<file path="config.mk">
export PLATFORM = sky130hd
export DESIGN_NAME = rip_decode_q
export DESIGN_NICKNAME = d
export VERILOG_FILES = /design/src/rtl/rip_decode_q.sv
export SDC_FILE = /design/constraint.sdc
export NUM_CORES = 1
export LEC_CHECK = 0
export ABC_AREA = 1
export BUFFER_PORTS_ARGS = -buffer_cell sky130_fd_sc_hd__buf_2
export CAP_MARGIN = 20
export CORE_UTILIZATION = 45
export CTS_CLUSTER_SIZE = 40
export DETAILED_ROUTE_END_ITERATION = 10
export GPL_ROUTABILITY_DRIVEN = 1
export PLACE_DENSITY = 0.62
export SLEW_MARGIN = 25
export SYNTH_ARGS = -nofsm -noshare
export SYNTH_HDL_FRONTEND = slang
export SYNTH_SLANG_ARGS = --single-unit
</file>
<file path="constraint.sdc">
create_clock -name clk -period 8.5 [get_ports clk]
set_clock_uncertainty 0.05 [all_clocks]
set_input_delay 1.275 -clock clk [delete_from_list [all_inputs] [get_ports clk]]
set_output_delay 1.275 -clock clk [all_outputs]
set_load 0.005 [all_outputs]
</file>
<file path="src/rtl/rip_decode_q.sv">
// rip_decode_q: queued valid/ready decode stage for the rip-cpu RV32 pipeline.
// A DEPTH-entry {pc, inst} queue feeds a registered decoder with flush support.
// Optional RV32M decode is enabled by defining RIP_M_EXT_EN.
package rip_decode_q_pkg;
  typedef struct packed {
    logic LUI, AUIPC, JAL, JALR, BEQ, BNE, BLT, BGE, BLTU, BGEU;
    logic LB, LH, LW, LBU, LHU, SB, SH, SW;
    logic ADDI, SLTI, SLTIU, XORI, ORI, ANDI, SLLI, SRLI, SRAI;
    logic ADD, SUB, SLL, SLT, SLTU, XOR, SRL, SRA, OR, AND;
    logic FENCE, ECALL, EBREAK, CSRRW, CSRRS, CSRRC, CSRRWI, CSRRSI, CSRRCI;
    logic ACCESS_MEM, UPDATE_REG, UPDATE_CSR, UPDATE_PC;
  } inst_t;
endpackage

module rip_decode_q
  import rip_decode_q_pkg::*;
#(
  parameter int DEPTH    = 4,
  parameter int PC_WIDTH = 32
) (
  input  logic                      clk,
  input  logic                      rst,
  input  logic                      in_valid,
  output logic                      in_ready,
  input  logic [31:0]               in_inst,
  input  logic [PC_WIDTH-1:0]       in_pc,
  input  logic                      flush,
  output logic                      out_valid,
  input  logic                      out_ready,
  output logic [PC_WIDTH-1:0]       out_pc,
  output logic [4:0]                if_rs1_num,
  output logic [4:0]                if_rs2_num,
  output logic [4:0]                rs1_num,
  output logic [4:0]                rs2_num,
  output logic [4:0]                rd_num,
  output logic [11:0]               csr_num,
  output logic [4:0]                csr_zimm,
  output logic [31:0]               imm,
  output inst_t                     inst,
  output logic [7:0]                m_op,
  output logic                      illegal,
  output logic [$clog2(DEPTH):0]    count
);

  localparam int AW = $clog2(DEPTH);
  localparam int CW = AW + 1;

  typedef struct packed {
    inst_t       inst;
    logic [7:0]  m_op;
    logic [4:0]  rs1, rs2, rd;
    logic [11:0] csr;
    logic [4:0]  zimm;
    logic [31:0] imm;
    logic        illegal;
  } dec_t;

  // Full decode of one word; an unrecognised word yields only the illegal flag.
  function automatic dec_t decode(input logic [31:0] w);
    dec_t       d;
    logic [2:0] f3;
    logic [6:0] f7;
    logic       ok, fr, fi, fs, fb, fu, fj, fc, fz, sh;
    d  = '0;
    f3 = w[14:12];
    f7 = w[31:25];
    ok = 1'b1;
    fr = 1'b0; fi = 1'b0; fs = 1'b0; fb = 1'b0;
    fu = 1'b0; fj = 1'b0; fc = 1'b0; fz = 1'b0; sh = 1'b0;
    case (w[6:0])
      7'b0110111: begin d.inst.LUI = 1'b1; fu = 1'b1; end
      7'b0010111: begin d.inst.AUIPC = 1'b1; fu = 1'b1; end
      7'b1101111: begin d.inst.JAL = 1'b1; fj = 1'b1; end
      7'b1100111: begin d.inst.JALR = (f3 == 3'd0); ok = (f3 == 3'd0); fi = 1'b1; end
      7'b1100011: begin
        fb = 1'b1;
        case (f3)
          3'd0: d.inst.BEQ  = 1'b1;
          3'd1: d.inst.BNE  = 1'b1;
          3'd4: d.inst.BLT  = 1'b1;
          3'd5: d.inst.BGE  = 1'b1;
          3'd6: d.inst.BLTU = 1'b1;
          3'd7: d.inst.BGEU = 1'b1;
          default: ok = 1'b0;
        endcase
      end
      7'b0000011: begin
        fi = 1'b1;
        case (f3)
          3'd0: d.inst.LB  = 1'b1;
          3'd1: d.inst.LH  = 1'b1;
          3'd2: d.inst.LW  = 1'b1;
          3'd4: d.inst.LBU = 1'b1;
          3'd5: d.inst.LHU = 1'b1;
          default: ok = 1'b0;
        endcase
      end
      7'b0100011: begin
        fs = 1'b1;
        case (f3)
          3'd0: d.inst.SB = 1'b1;
          3'd1: d.inst.SH = 1'b1;
          3'd2: d.inst.SW = 1'b1;
          default: ok = 1'b0;
        endcase
      end
      7'b0010011: begin
        fi = 1'b1;
        case (f3)
          3'd0: d.inst.ADDI  = 1'b1;
          3'd2: d.inst.SLTI  = 1'b1;
          3'd3: d.inst.SLTIU = 1'b1;
          3'd4: d.inst.XORI  = 1'b1;
          3'd6: d.inst.ORI   = 1'b1;
          3'd7: d.inst.ANDI  = 1'b1;
          3'd1: begin d.inst.SLLI = (f7 == 7'h00); ok = (f7 == 7'h00); sh = 1'b1; end
          default: begin
            d.inst.SRLI = (f7 == 7'h00);
            d.inst.SRAI = (f7 == 7'h20);
            ok = (f7 == 7'h00) || (f7 == 7'h20);
            sh = 1'b1;
          end
        endcase
      end
      7'b0110011: begin
        fr = 1'b1;
        case (f7)
          7'h00: begin
            case (f3)
              3'd0: d.inst.ADD  = 1'b1;
              3'd1: d.inst.SLL  = 1'b1;
              3'd2: d.inst.SLT  = 1'b1;
              3'd3: d.inst.SLTU = 1'b1;
              3'd4: d.inst.XOR  = 1'b1;
              3'd5: d.inst.SRL  = 1'b1;
              3'd6: d.inst.OR   = 1'b1;
              default: d.inst.AND = 1'b1;
            endcase
          end
          7'h20: begin
            d.inst.SUB = (f3 == 3'd0);
            d.inst.SRA = (f3 == 3'd5);
            ok = (f3 == 3'd0) || (f3 == 3'd5);
          end
`ifdef RIP_M_EXT_EN
          7'h01: d.m_op[f3] = 1'b1;
`endif
          default: ok = 1'b0;
        endcase
      end
      7'b0001111: begin d.inst.FENCE = (f3 == 3'd0); ok = (f3 == 3'd0); end
      7'b1110011: begin
        case (f3)
          3'd0: begin
            d.inst.ECALL  = (w == 32'h0000_0073);
            d.inst.EBREAK = (w == 32'h0010_0073);
            ok = d.inst.ECALL | d.inst.EBREAK;
          end
          3'd1: begin d.inst.CSRRW  = 1'b1; fc = 1'b1; end
          3'd2: begin d.inst.CSRRS  = 1'b1; fc = 1'b1; end
          3'd3: begin d.inst.CSRRC  = 1'b1; fc = 1'b1; end
          3'd5: begin d.inst.CSRRWI = 1'b1; fz = 1'b1; end
          3'd6: begin d.inst.CSRRSI = 1'b1; fz = 1'b1; end
          3'd7: begin d.inst.CSRRCI = 1'b1; fz = 1'b1; end
          default: ok = 1'b0;
        endcase
      end
      default: ok = 1'b0;
    endcase
    d.rd   = (fr | fi | fu | fj | fc | fz) ? w[11:7]  : 5'd0;
    d.rs1  = (fr | fi | fs | fb | fc)      ? w[19:15] : 5'd0;
    d.rs2  = (fr | fs | fb)                ? w[24:20] : 5'd0;
    d.csr  = (fc | fz)                     ? w[31:20] : 12'd0;
    d.zimm = fz                            ? w[19:15] : 5'd0;
    if (sh)      d.imm = {27'd0, w[24:20]};
    else if (fi) d.imm = {{20{w[31]}}, w[31:20]};
    else if (fs) d.imm = {{20{w[31]}}, w[31:25], w[11:7]};
    else if (fb) d.imm = {{20{w[31]}}, w[7], w[30:25], w[11:8], 1'b0};
    else if (fu) d.imm = {w[31:12], 12'd0};
    else if (fj) d.imm = {{12{w[31]}}, w[19:12], w[20], w[30:21], 1'b0};
    d.inst.ACCESS_MEM = d.inst.LB | d.inst.LH | d.inst.LW | d.inst.LBU | d.inst.LHU |
                        d.inst.SB | d.inst.SH | d.inst.SW;
    d.inst.UPDATE_REG = (d.rd != 5'd0);
    d.inst.UPDATE_CSR = fc | fz;
    d.inst.UPDATE_PC  = d.inst.JAL | d.inst.JALR | fb | d.inst.ECALL | d.inst.EBREAK;
    if (!ok) begin
      d         = '0;
      d.illegal = 1'b1;
    end
    return d;
  endfunction

  logic [PC_WIDTH-1:0] pc_mem   [DEPTH];
  logic [31:0]         inst_mem [DEPTH];
  logic [AW-1:0]       wr_ptr_q, wr_ptr_d, rd_ptr_q, rd_ptr_d;
  logic [CW-1:0]       count_q, count_d;
  logic                out_valid_q, out_valid_d;
  logic [PC_WIDTH-1:0] out_pc_q, out_pc_d;
  dec_t                dec_q, dec_d, head_dec;
  logic                empty, push, pop, adv;

  // Handshakes and the combinational view of the queue head.
  always_comb begin
    empty      = (count_q == '0);
    in_ready   = (count_q != CW'(DEPTH));
    push       = in_valid & in_ready;
    adv        = ~out_valid_q | out_ready;
    pop        = adv & ~empty;
    head_dec   = decode(inst_mem[rd_ptr_q]);
    if_rs1_num = empty ? 5'd0 : head_dec.rs1;
    if_rs2_num = empty ? 5'd0 : head_dec.rs2;
  end

  // Next state: queue bookkeeping, output advance, flush overrides both.
  always_comb begin
    wr_ptr_d    = wr_ptr_q + AW'(push);
    rd_ptr_d    = rd_ptr_q + AW'(pop);
    count_d     = count_q + CW'(push) - CW'(pop);
    out_valid_d = out_valid_q;
    out_pc_d    = out_pc_q;
    dec_d       = dec_q;
    if (adv) begin
      out_valid_d = ~empty;
      out_pc_d    = empty ? '0 : pc_mem[rd_ptr_q];
      dec_d       = empty ? '0 : head_dec;
    end
    if (flush) begin
      wr_ptr_d    = '0;
      rd_ptr_d    = '0;
      count_d     = '0;
      out_valid_d = 1'b0;
      out_pc_d    = '0;
      dec_d       = '0;
    end
  end

  // Queue storage; a word offered during flush is dropped.
  always_ff @(posedge clk) begin
    if (push && !flush) begin
      pc_mem[wr_ptr_q]   <= in_pc;
      inst_mem[wr_ptr_q] <= in_inst;
    end
  end

  // State registers with synchronous reset.
  always_ff @(posedge clk) begin
    if (rst) begin
      wr_ptr_q    <= '0;
      rd_ptr_q    <= '0;
      count_q     <= '0;
      out_valid_q <= 1'b0;
      out_pc_q    <= '0;
      dec_q       <= '0;
    end else begin
      wr_ptr_q    <= wr_ptr_d;
      rd_ptr_q    <= rd_ptr_d;
      count_q     <= count_d;
      out_valid_q <= out_valid_d;
      out_pc_q    <= out_pc_d;
      dec_q       <= dec_d;
    end
  end

  assign out_valid = out_valid_q;
  assign out_pc    = out_pc_q;
  assign rs1_num   = dec_q.rs1;
  assign rs2_num   = dec_q.rs2;
  assign rd_num    = dec_q.rd;
  assign csr_num   = dec_q.csr;
  assign csr_zimm  = dec_q.zimm;
  assign imm       = dec_q.imm;
  assign inst      = dec_q.inst;
  assign m_op      = dec_q.m_op;
  assign illegal   = dec_q.illegal;
  assign count     = count_q;

endmodule

</file>
# Yosys cells after proc, flatten, opt, wreduce, memory -nomap -nowiden
# Memory sizes are Yosys's and may differ from the RTL's. A register that Yosys moved wholly into a read port is not among the register bits.
# Cells that the tools add are included.
[word_totals] regBits=163 ramBits=256 inputBits=69 word_cells=207 mem_count=2
[classes] addsub=4 n_eq_ne=22 mux=66 bitwise=28 n_reduce_logical=22
[memory_table] name="inst_mem" depth=4 width=32 rd=1 rd_ports_with_merged_regs=1 wr=1 line="194" text="logic [31:0] inst_mem [DEPTH];"
[memory_table] name="pc_mem" depth=4 width=32 rd=1 rd_ports_with_merged_regs=1 wr=1 line="193" text="logic [PC_WIDTH-1:0] pc_mem [DEPTH];"
[op_table] operator="$mux 123" n=2
[op_table] operator="$mux 32" n=7
[op_table] operator="$mux 5" n=8
[op_table] operator="$mux 1" n=34
[op_table] operator="$eq 32x21->1 const B" n=1
[op_table] operator="$eq 32x7->1 const B" n=1
[op_table] operator="$eq 7x6->1 const B" n=4
[op_table] operator="$eq 7x7->1 const B" n=4
[op_table] operator="$or 1x1->1" n=24
[op_table] operator="$reduce_or 6->1" n=3
[op_table] operator="$reduce_or 3->1" n=5
[op_table] operator="$eq 7x5->1 const B" n=2
[op_table] operator="$reduce_or 7->1" n=2
[op_table] operator="$eq 3x3->1 const B" n=4
[op_table] operator="$mux 12" n=1
[op_table] operator="$mux 10" n=1
[op_table] operator="$mux 2" n=5
[op_table] operator="$mux 9" n=1
[op_table] operator="$mux 8" n=1
[op_table] operator="$pmux 1 s8" n=1
[op_table] operator="$eq 7x2->1 const B" n=1
[op_table] operator="$eq 7x4->1 const B" n=1
[op_table] operator="$logic_not 7->1" n=1
[op_table] operator="$eq 3x2->1 const B" n=2
[op_table] operator="17 further kinds" n=26

# Logic depth before layout (Yosys ltp)
# Gate-level depths: netlist of run 1.
[logic_depth] word_depth=12 mapped_depth=20 ltp_nobuf=17

# Least setup slack after synthesis of run 1
# Ideal clock, no wire load.
[synth_timing] path_kind="input -> register" startpoint="input port in_valid" endpoint="memory inst_mem[0][0] (enable)" setup_time_ns=0.565 arrival_ns=6.001 required_ns=7.885 slack_ns=1.884 stages=3 n_path_buf=0 path_cell_list="nand2_1 > or2_2 > nor3_1"
[synth_via] elab_chain_cells=4
[synth_rtl] item="start: declaration" line="23" text="input logic in_valid,"
[synth_rtl] item="$and 1x1->1" line="206" text="push = in_valid & in_ready;"
[synth_rtl] item="$logic_and 1x1->1" line="239" text="if (push && !flush) begin"
[synth_rtl] item="$mux 1" line="239"
[synth_rtl] item="$mux 1 (not written as such)" line="241" text="inst_mem[wr_ptr_q] <= in_inst;"
[synth_rtl] item="end: declaration" line="194"
# Every way passes these cells.

==> reports/metrics.cfg, run 1 <==
[outcome]
outcome=finished, final reports clean

[placement]
post-dp-hpwl_um=29900
place_area_um2=17900
portBuffers=230
gp_congestion=0.951
pre_cts_ws_ns=3.20
dp.cells=2289

[floorplanning]
io_pins=239
initial_core_util_pct=46.2
die_w_um=194
die_h_um=194
core-area_um2=35900
die-area_um2=37600
num_rows=69

[synthesis]
syn_inst=1680
synth_seq_cells=411
async_reset_ff_share_pct=0
synth_common_cells=467 x nand2_1, 256 x edfxtp_1, 160 x a21oi_1
synthTopCellsByArea=edfxtp_1 46%, dfxtp_1 19%, nand2_1 11%
synthFlopType=edfxtp_1
synth_largest_area_cell=edfxtp_1
synth_top_area_share_pct=46.4
yosys_warnings=0
synth_edf_count=256
ys_seq_area_share_pct=65.1
yosysMostFrequentCell=nand2_1
synth_cell_types=37
synthesis.area_um2=16600
syn_avg_cell_area_um2=9.87

[pwr]
switchingPower_mw=1.38
pwr-share-comb_pct=15.8
p_int_mw=3.36
peakVddDrop_mv=0.174
power_frac_clock_pct=37.3
seq_power_share_pct=46.9
power.total_mw=4.73
p_leak_nw=7.56
pwr_density_cell_nw_per_um2=246
sw_frac_of_total_pct=29.1

[sta]
fin_hold_ws_ns=0.410
setup_viol=0
tns_ns=0
worst-slew-pin-transition_ns=1.02
rsz0062_at_grt=no
drv_slew=0
period_minus_slack_ns=5.88
max_freq_mhz=170
relSlewSlack_pct=31.4
hold_viol=0
setup_slack_ns=2.62
period_share_pct=69.2

[layout]
stdcell_count=2370
final_nets=1946
seqCellArea_um2=10800
area_growth_pct=16.1
nFillCells=3238
final_util_pct=53.6
stdcell_area_um2=19300
multi_input_area_um2=4960
drive_gt1_share_pct=17.8

[clock_network]
cts_setup_buffers=0
cts_root_buffer=clkbuf_16
cts_tree=yes
cts-buffers-inserted=42
cts_sinks=411
cts_max_level=2
cts_hold_buf=0
clk_pin_slew_worst_paths_ns=0.06
cts_resized=0
clockBufferDepth=3
clk_latency_ns=0.57

[route]
wl_per_cell_um=19.3
drt_iter0_markers=1034
drtAntennaViolNets=0
drt_first_pass_iters=6
dr_total_vias=12693
vias_per_cell=5.36
wl_um=45700
drc=0

[global_route]
antenna_found_initial=7
grt_overflow_total=0
grt_max_degree=95
grt_first_pass_wirelength_um=69900
grt_pass1_vias=11893
track_usage_pct=24.0

[critical_path]
crit_path_end_kind=output pin
start_kind=register
crit_type=register to output pin
worstPathArrival_ns=4.56
required_ns=7.17
path_max_fanout=66

[worst_hold_path]
min_path_type=register to register

[job]
cap_violations=0

==> routing by layer <==
layer / up-vias / GRT usage (%) / part of all wire, %
li1: 6115 / - / -
met1: 5997 / 33.6 / 45
met5: - / 0 / 0.10
met4: 8 / 8.70 / 3.0
met3: 84 / 5.17 / 7.7
met2: 489 / 36.8 / 44
==> cell usage in the layout (no fill, tap or decap), types with 36 or more instances in the layout <==
master	Yosys	layout
nand3_1	101	101
clkbuf_16	0	43
o22ai_1	36	36
nand4_1	41	41
o21ai_0	87	87
dfxtp_1	155	153
buf_2	6	230
nand2_1	467	467
edfxtp_1	256	256
inv_1	70	69
a21oi_1	160	160
nor2_1	145	143
==> sequential cells by signal, summed over array words and instances (netlist names) <==
name / flops
count: 3
csr_num: 12
csr_zimm: 5
illegal: 1
imm: 32
inst: 50
inst_mem: 128
out_pc: 32
out_valid: 1
pc_mem: 128
rd_num: 5
rd_ptr_q: 2
rs1_num: 5
rs2_num: 5
wr_ptr_q: 2
==> power by group through the flow <==
stage,combinational (mW),clock [mW],sequential [mW]
finish,0.750,1.77,2.22
detailed placement,0.746,0,2.26
CTS,0.749,1.80,2.22
global placement,0.739,0,2.26
floorplan,0.529,0,2.24
global route,0.836,1.87,2.23
==> worst paths after layout <==
path / start / slack (ns) / end / depth (start not counted)
max: rd_ptr_q[0] / 2.62 / if_rs2_num[2] / 17
min: csr_zimm[4] / 0.41 / csr_zimm[4] / 2
max reg2reg: rd_ptr_q[0] / 4.39 / rs1_num[1] / 14
min reg2reg: csr_zimm[4] / 0.41 / csr_zimm[4] / 2
==> cells by family after synthesis <==
family	synth area share, %
adders and majority gates	0.423
xor gates and xnor gates	0.158
other	0.0226
and+or+nand+nor	19.5
buffers and inverters	5.49
DFF	65.1
AOI/OAI and AO/OA	9.28
==> critical path, cell delays in order, from the launching register on <==
cell	delay (ns)
dfxtp_4	0.54
inv_4	0.59
buf_4	0.65
nand2_1	0.13
o211ai_2	0.09
nand2_1	0.18
nor2_1	0.16
nand2_1	0.07
nor2_1	0.12
nand2_1	0.07
nor2_1	0.15
nor2_1	0.10
nand2_4	0.52
inv_2	0.07
nor2_1	0.10
nand2_1	0.12
nor2_1	0.14
buf_2	0.13
==> layout make-up <==
cell class	instances	share of cell area [%]
well taps	461	3.00
clock inverters	14	0.559
repair buffers	247	6.64
multi-input cells	1091	25.8
inverters	79	1.57
flip-flops and latches	411	56.1
clock buffers	64	6.39
diodes	3	0.0390
(Power assumes the default switching activity.)
==> run 2, diff against run 1 <==
==> constraint.sdc (replaced) <==
create_clock -name clk -period 6 [get_ports clk]
set_clock_uncertainty 0.05 [all_clocks]
set_input_delay 0.9 -clock clk [delete_from_list [all_inputs] [get_ports clk]]
set_output_delay 0.9 -clock clk [all_outputs]
set_load 0.005 [all_outputs]
==> run 2 against run 1 <==
Against the previous run: via count shrank 0.38%; combinational power rose by 43%; largest cell class unchanged; total power grew 42%; final area rose by 0.16%; global-route usage about the same; wire length shrank 1.0%.
==> reports/metrics.cfg, run 2 (synthesis results as in run 1) <==
[sta]
period_minus_slack_ns=5.57
setup_viol=0  ; unchanged
rsz0062_at_grt=no
relSlewSlack_pct=25.9  ; -5.5 points
drv_slew=0  ; unchanged
setup_slack_ns=0.433  ; -2.18 ns
hold_viol=0  ; unchanged
max_freq_mhz=180
worst-slew-pin-transition_ns=1.11  ; +0.0882 ns
period_share_pct=92.8

[floorplanning]
die_h_um=194  ; unchanged
io_pins=239  ; unchanged
die_w_um=194  ; unchanged
num_rows=69  ; unchanged
initial_core_util_pct=46.2  ; unchanged
die-area_um2=37600  ; unchanged
core-area_um2=35900  ; unchanged

[layout]
final_common_cell=nand2_1
final_util_pct=53.7  ; +0.084 points
area_growth_pct=16.3
drive_gt1_share_pct=17.8  ; +0.052 points
final_nets=1947  ; +0.051%
stdcell_area_um2=19300  ; +0.16%
mostFrequentLayoutCells=467 x nand2_1, 256 x edfxtp_1, 230 x buf_2

[critical_path]
slowest_stage=dfxtp_4
cp_common_cell=nand2_1
cp_cell_sequence=inv_4 -> nand2_1 -> nand3_1 -> nand2_1 -> inv_1 -> nor2_4 -> inv_1 -> a21oi_1 -> nand2_1 -> nand2_1 -> nor2_1 -> nand2_4 -> inv_2 -> nor2_1 -> nand2_1 -> nor2_1 -> buf_2
path_max_fanout=79  ; +20%
start_kind=register
crit_path_end_kind=output pin
slowest_delay_ns=0.80  ; +0.15 ns
required_ns=5.05  ; -2.12 ns
crit_type=register to output pin
worstPathArrival_ns=4.62  ; +0.06 ns

[clock_network]
clockBufferDepth=3  ; unchanged
cts_resized=0  ; unchanged
cts_hold_buf=0  ; unchanged
cts_root_buffer=clkbuf_16
cts_tree=yes
cts_max_level=2  ; unchanged
cts_sinks=411  ; unchanged
cts-buffers-inserted=43  ; +2.4%
clk_pin_slew_worst_paths_ns=0.06  ; about the same
clk_latency_ns=0.58  ; about the same
cts_setup_buffers=0  ; unchanged

[placement]
place_area_um2=17900  ; +0.10%
pre_cts_ws_ns=1.18  ; -2.03 ns
gp_congestion=0.943  ; -0.88%
portBuffers=230  ; unchanged
post-dp-hpwl_um=29400  ; -1.6%

[route]
drc=0  ; unchanged
dr_total_vias=12645  ; -0.38%
drt_iter0_markers=921  ; -11%
wl_um=45200  ; -1.0%
wl_per_cell_um=19.1  ; -1.0%
drtAntennaViolNets=0  ; unchanged
drt_first_pass_iters=5  ; -1
vias_per_cell=5.33  ; -0.42%

[worst_hold_path]
min_path_type=register to register

[outcome]
outcome=finished, final reports clean

[pwr]
p_leak_nw=7.56  ; about the same
peakVddDrop_mv=0.258  ; +48%
power.total_mw=6.74  ; +42%
pwr_density_cell_nw_per_um2=349  ; +42%

[global_route]
grt_pass1_vias=12114  ; +1.9%
grt_overflow_total=0  ; unchanged
grt_max_degree=146  ; +54%
grt_first_pass_wirelength_um=69600  ; -0.34%
track_usage_pct=23.9  ; -0.044 points
antenna_found_initial=8  ; +1

[job]
cap_violations=0  ; unchanged

==> run 2: critical path, delay by kind of cell, from the launching register on <==
kind / cells / cell delay [ns]
compound gates: 1 / 0.16
flops: 1 / 0.80
simple gates: 11 / 2.02
buf+inv: 5 / 0.97
==> run 2: per-stage QoR <==
stage          TNS, ns  hold WS (ns)  std cells
2_1_floorplan   -61.66         0.412       1687
3_3_place_gp         0         0.400       2289
3_5_place_dp         0         0.402       2289
4_1_cts              0         0.411       2367
5_1_grt              0         0.430       2367
6_report             0         0.410       2371
==> run 2: cell type report <==
cell class / instances / area [um^2]
tap: 461 / 577
timing repair buffer: 247 / 1300
fill: 3278 / 16600
clock inverter: 17 / 153
sequential: 411 / 10800
clock buffer: 61 / 1200
multi-input combinational: 1091 / 4950
inverter: 79 / 304
antenna: 4 / 10.0
==> run 2: final timing paths <==
| kind | from | to | slack, ns | cells past startpoint |
|---|---|---|---|---|
| hold reg to reg | inst[40] | inst[40] | 0.41 | 2 |
| hold / removal | inst[40] | inst[40] | 0.41 | 2 |
| setup reg to reg | rd_ptr_q[0] | imm[29] | 1.88 | 12 |
| setup / recovery | rd_ptr_q[0] | if_rs2_num[4] | 0.43 | 17 |
==> run 2: per-layer routing <==
| layer | share of wire [%] | routed length, um | vias to the layer above | GRT usage [%] |
|---|---|---|---|---|
| met5 | 0.12 | 56 | - | 0 |
| met2 | 46 | 20900 | 423 | 38.0 |
| met1 | 44 | 19900 | 6019 | 32.5 |
| li1 | - | - | 6118 | - |
| met4 | 2.3 | 1040 | 10 | 7.79 |
| met3 | 7.4 | 3330 | 75 | 5.48 |
==> run 2: power breakdown <==
group	switching (mW)	leakage [nW]	internal [mW]
registers	0.0607	3.58	3.08
clock network	1.08	0.663	1.44
logic	0.815	3.32	0.251
total	1.96	7.56	4.78
==> run 3, diff against run 2 <==
--- a/config.mk
+++ b/config.mk
@@ -8,11 +8,13 @@
 export ABC_AREA = 1
 export BUFFER_PORTS_ARGS = -buffer_cell sky130_fd_sc_hd__buf_2
 export CAP_MARGIN = 20
-export CORE_UTILIZATION = 45
+export CELL_PAD_IN_SITES_DETAIL_PLACEMENT = 0
+export CELL_PAD_IN_SITES_GLOBAL_PLACEMENT = 1
+export CORE_UTILIZATION = 44
 export CTS_CLUSTER_SIZE = 40
 export DETAILED_ROUTE_END_ITERATION = 10
 export GPL_ROUTABILITY_DRIVEN = 1
-export PLACE_DENSITY = 0.62
+export PLACE_DENSITY = 0.76
 export SLEW_MARGIN = 25
 export SYNTH_ARGS = -nofsm -noshare
 export SYNTH_HDL_FRONTEND = slang
==> run 3 against run 2 <==
Against the previous run: wire length rose by 2.1%; via count fell by 0.24%; first-iteration DRC count fell by 1.7%; clock power rose by 9.1%; final area rose by 0.98%; hold slack barely moved; maximum frequency rose by 5.1%; sequential share of layout area fell by 0.54 points; sequential power barely moved; register-to-register slack barely moved; flip-flop and latch count did not move; critical path depth fell by 2; critical path type unchanged; critical endpoint is now if_rs1_num[1]; largest cell class unchanged; highest routed layer unchanged.
==> reports/metrics.cfg, run 3 (synthesis results as in run 1) <==
[global_route]
track_usage_pct=24.1  ; +0.11 points
grt_first_pass_wirelength_um=70400  ; +1.2%
grt_pass1_vias=11881  ; -1.9%
grt_overflow_total=0  ; unchanged
antenna_found_initial=6  ; -2
grt_max_degree=145  ; -0.68%

[critical_path]
worstPathArrival_ns=4.35  ; -0.27 ns
crit_path_end_kind=output pin
timing.rr.end=imm[30]
start_kind=register
r2r_cells=12  ; unchanged
reg2reg_slack_ns=1.87  ; about the same
r2r-start=rd_ptr_q[0]
crit_type=register to output pin
required_ns=5.05  ; about the same
path_max_fanout=93  ; +18%

[route]
wl_per_cell_um=19.1  ; +0.31%
drt_iter0_markers=905  ; -1.7%
wl_um=46200  ; +2.1%
dr_total_vias=12615  ; -0.24%
drt_first_pass_iters=6  ; +1
drc=0  ; unchanged
drtAntennaViolNets=0  ; unchanged
vias_per_cell=5.23  ; -2.0%

[clock_network]
cts_resized=0  ; unchanged
cts_root_buffer=clkbuf_16
clk_latency_ns=0.57  ; about the same
cts_hold_buf=0  ; unchanged
clockBufferDepth=3  ; unchanged
cts_tree=yes
cts_sinks=411  ; unchanged
clk_pin_slew_worst_paths_ns=0.06  ; about the same
cts_setup_buffers=0  ; unchanged
cts-buffers-inserted=43  ; unchanged
cts_max_level=2  ; unchanged

[sta]
rsz0062_at_grt=no
period_minus_slack_ns=5.30  ; -0.268 ns
hold_viol=0  ; unchanged
drv_slew=0  ; unchanged
setup_viol=0  ; unchanged
worst-slew-pin-transition_ns=1.03  ; -0.0725 ns
fin_hold_ws_ns=0.410  ; +0.000178 ns
period_share_pct=88.3  ; -4.5 points
max_freq_mhz=189  ; +5.1%
tns_ns=0  ; unchanged
relSlewSlack_pct=31.1  ; +5.2 points

[placement]
dp.cells=2333  ; +1.9%
gp_congestion=0.923  ; -2.1%
place_area_um2=18000  ; +0.28%
post-dp-hpwl_um=30000  ; +2.0%
portBuffers=230  ; unchanged

[layout]
mostFrequentLayoutCells=467 x nand2_1, 256 x edfxtp_1, 230 x buf_2
stdcell_area_um2=19500  ; +0.98%
final_nets=1948  ; +0.051%
area_growth_pct=17.5
nFillCells=3354  ; +2.3%
final_common_cell=nand2_1
drive_gt1_share_pct=18.3  ; +0.44 points
stdcell_count=2414  ; +1.8%

[pwr]
pwr-share-comb_pct=15.6  ; -0.2 points
sw_frac_of_total_pct=28.5  ; -0.61 points
p_int_mw=5.00  ; +4.6%
switchingPower_mw=1.99  ; +1.5%
power.total_mw=6.99  ; +3.7%
seq_power_share_pct=44.9  ; -1.8 points
peakVddDrop_mv=0.261  ; +1.2%
p_leak_nw=7.63  ; +0.84%
power_frac_clock_pct=39.5  ; +2.0 points
pwr_density_cell_nw_per_um2=359  ; +2.7%

[floorplanning]
die-area_um2=38500  ; +2.3%
num_rows=70  ; +1.4%
core-area_um2=36900  ; +2.7%
initial_core_util_pct=45.0  ; -1.2 points
die_h_um=196  ; +1.1%
die_w_um=196  ; +1.1%
io_pins=239  ; unchanged

[job]
cap_violations=0  ; unchanged

[worst_hold_path]
hold_end=inst[9]
hp-start=inst[9]
whs_path_depth=2  ; unchanged
min_path_type=register to register

[outcome]
outcome=finished, final reports clean

==> run 3: cell count changes in the layout (fill, tap and decap cells not counted), moves of 2 or more <==
| cell | delta |
|---|---|
| clkinv_4 | -2 |
| diode_2 | -3 |
| clkinv_1 | -2 |
| bufinv_16 | +4 |
| clkinvlp_2 | +2 |
| clkbuf_8 | +4 |
| clkbuf_1 | -4 |
==> run 3: power groups by stage <==
stage / sequential (mW) / clock, mW / combinational, mW
finish: 3.14 / 2.76 / 1.09
global route: 3.15 / 2.93 / 1.21
CTS: 3.14 / 2.82 / 1.09
detailed placement: 3.20 / 0 / 1.08
global placement: 3.20 / 0 / 1.08
floorplan: 3.18 / 0 / 0.749
==> run 3: critical path: stages, from the launching register on <==
cell and delay [ns]:
dfxtp_4 0.50, inv_4 0.76, nand3_1 0.14, nand3_1 0.12, nand2_1 0.17, nor2_4 0.31, nand3_2 0.20, nor2_4 0.25
nor2_1 0.08, nand2_1 0.07, nor2_1 0.06, nand2_4 0.08, buf_4 0.52, nand4_1 0.23, inv_1 0.09, buf_2 0.11
==> run 3: how the worst max path moves through the flow <==
stage	start	endpoint	slack [ns]	cells after the start
after CTS	rd_ptr_q[0]	if_rs1_num[1]	0.67	15
after global placement	rd_ptr_q[0]	if_rs1_num[3]	1.37	15
after detailed placement	rd_ptr_q[0]	if_rs1_num[1]	1.30	15
after global routing	rd_ptr_q[0]	if_rs1_num[1]	0.25	15
final	rd_ptr_q[0]	if_rs1_num[1]	0.70	15
after floorplan	in_valid	inst_mem[0][0]	-0.24	3
==> run 3: cell type report <==
type	instances	area, um^2	area share [%]
inverters	79	302	1.55
flip-flops and latches	411	10800	55.4
repair buffers	248	1300	6.69
diodes	1	2.50	0.0128
clock buffers	61	1230	6.34
well taps	504	631	3.24
multi-input cells	1091	4950	25.4
clock inverters	19	260	1.34
==> run 3: metrics by stage <==
stage	utilization [%]	worst slack (ns)
floorplan	-	-0.241
global placement	48.7	1.37
detailed placement	48.7	1.30
CTS	52.8	0.669
global route	52.8	0.249
finish	52.8	0.701
==> run 3: metal layers <==
metal  global-route usage (%)  part of all wire (%)  up-vias
li1                         -                     -     6122
met1                     32.7                    44     6004
met2                     38.1                    46      380
met3                     4.71                   5.7       99
met4                     9.23                   3.6       10
met5                        0                  0.13        -
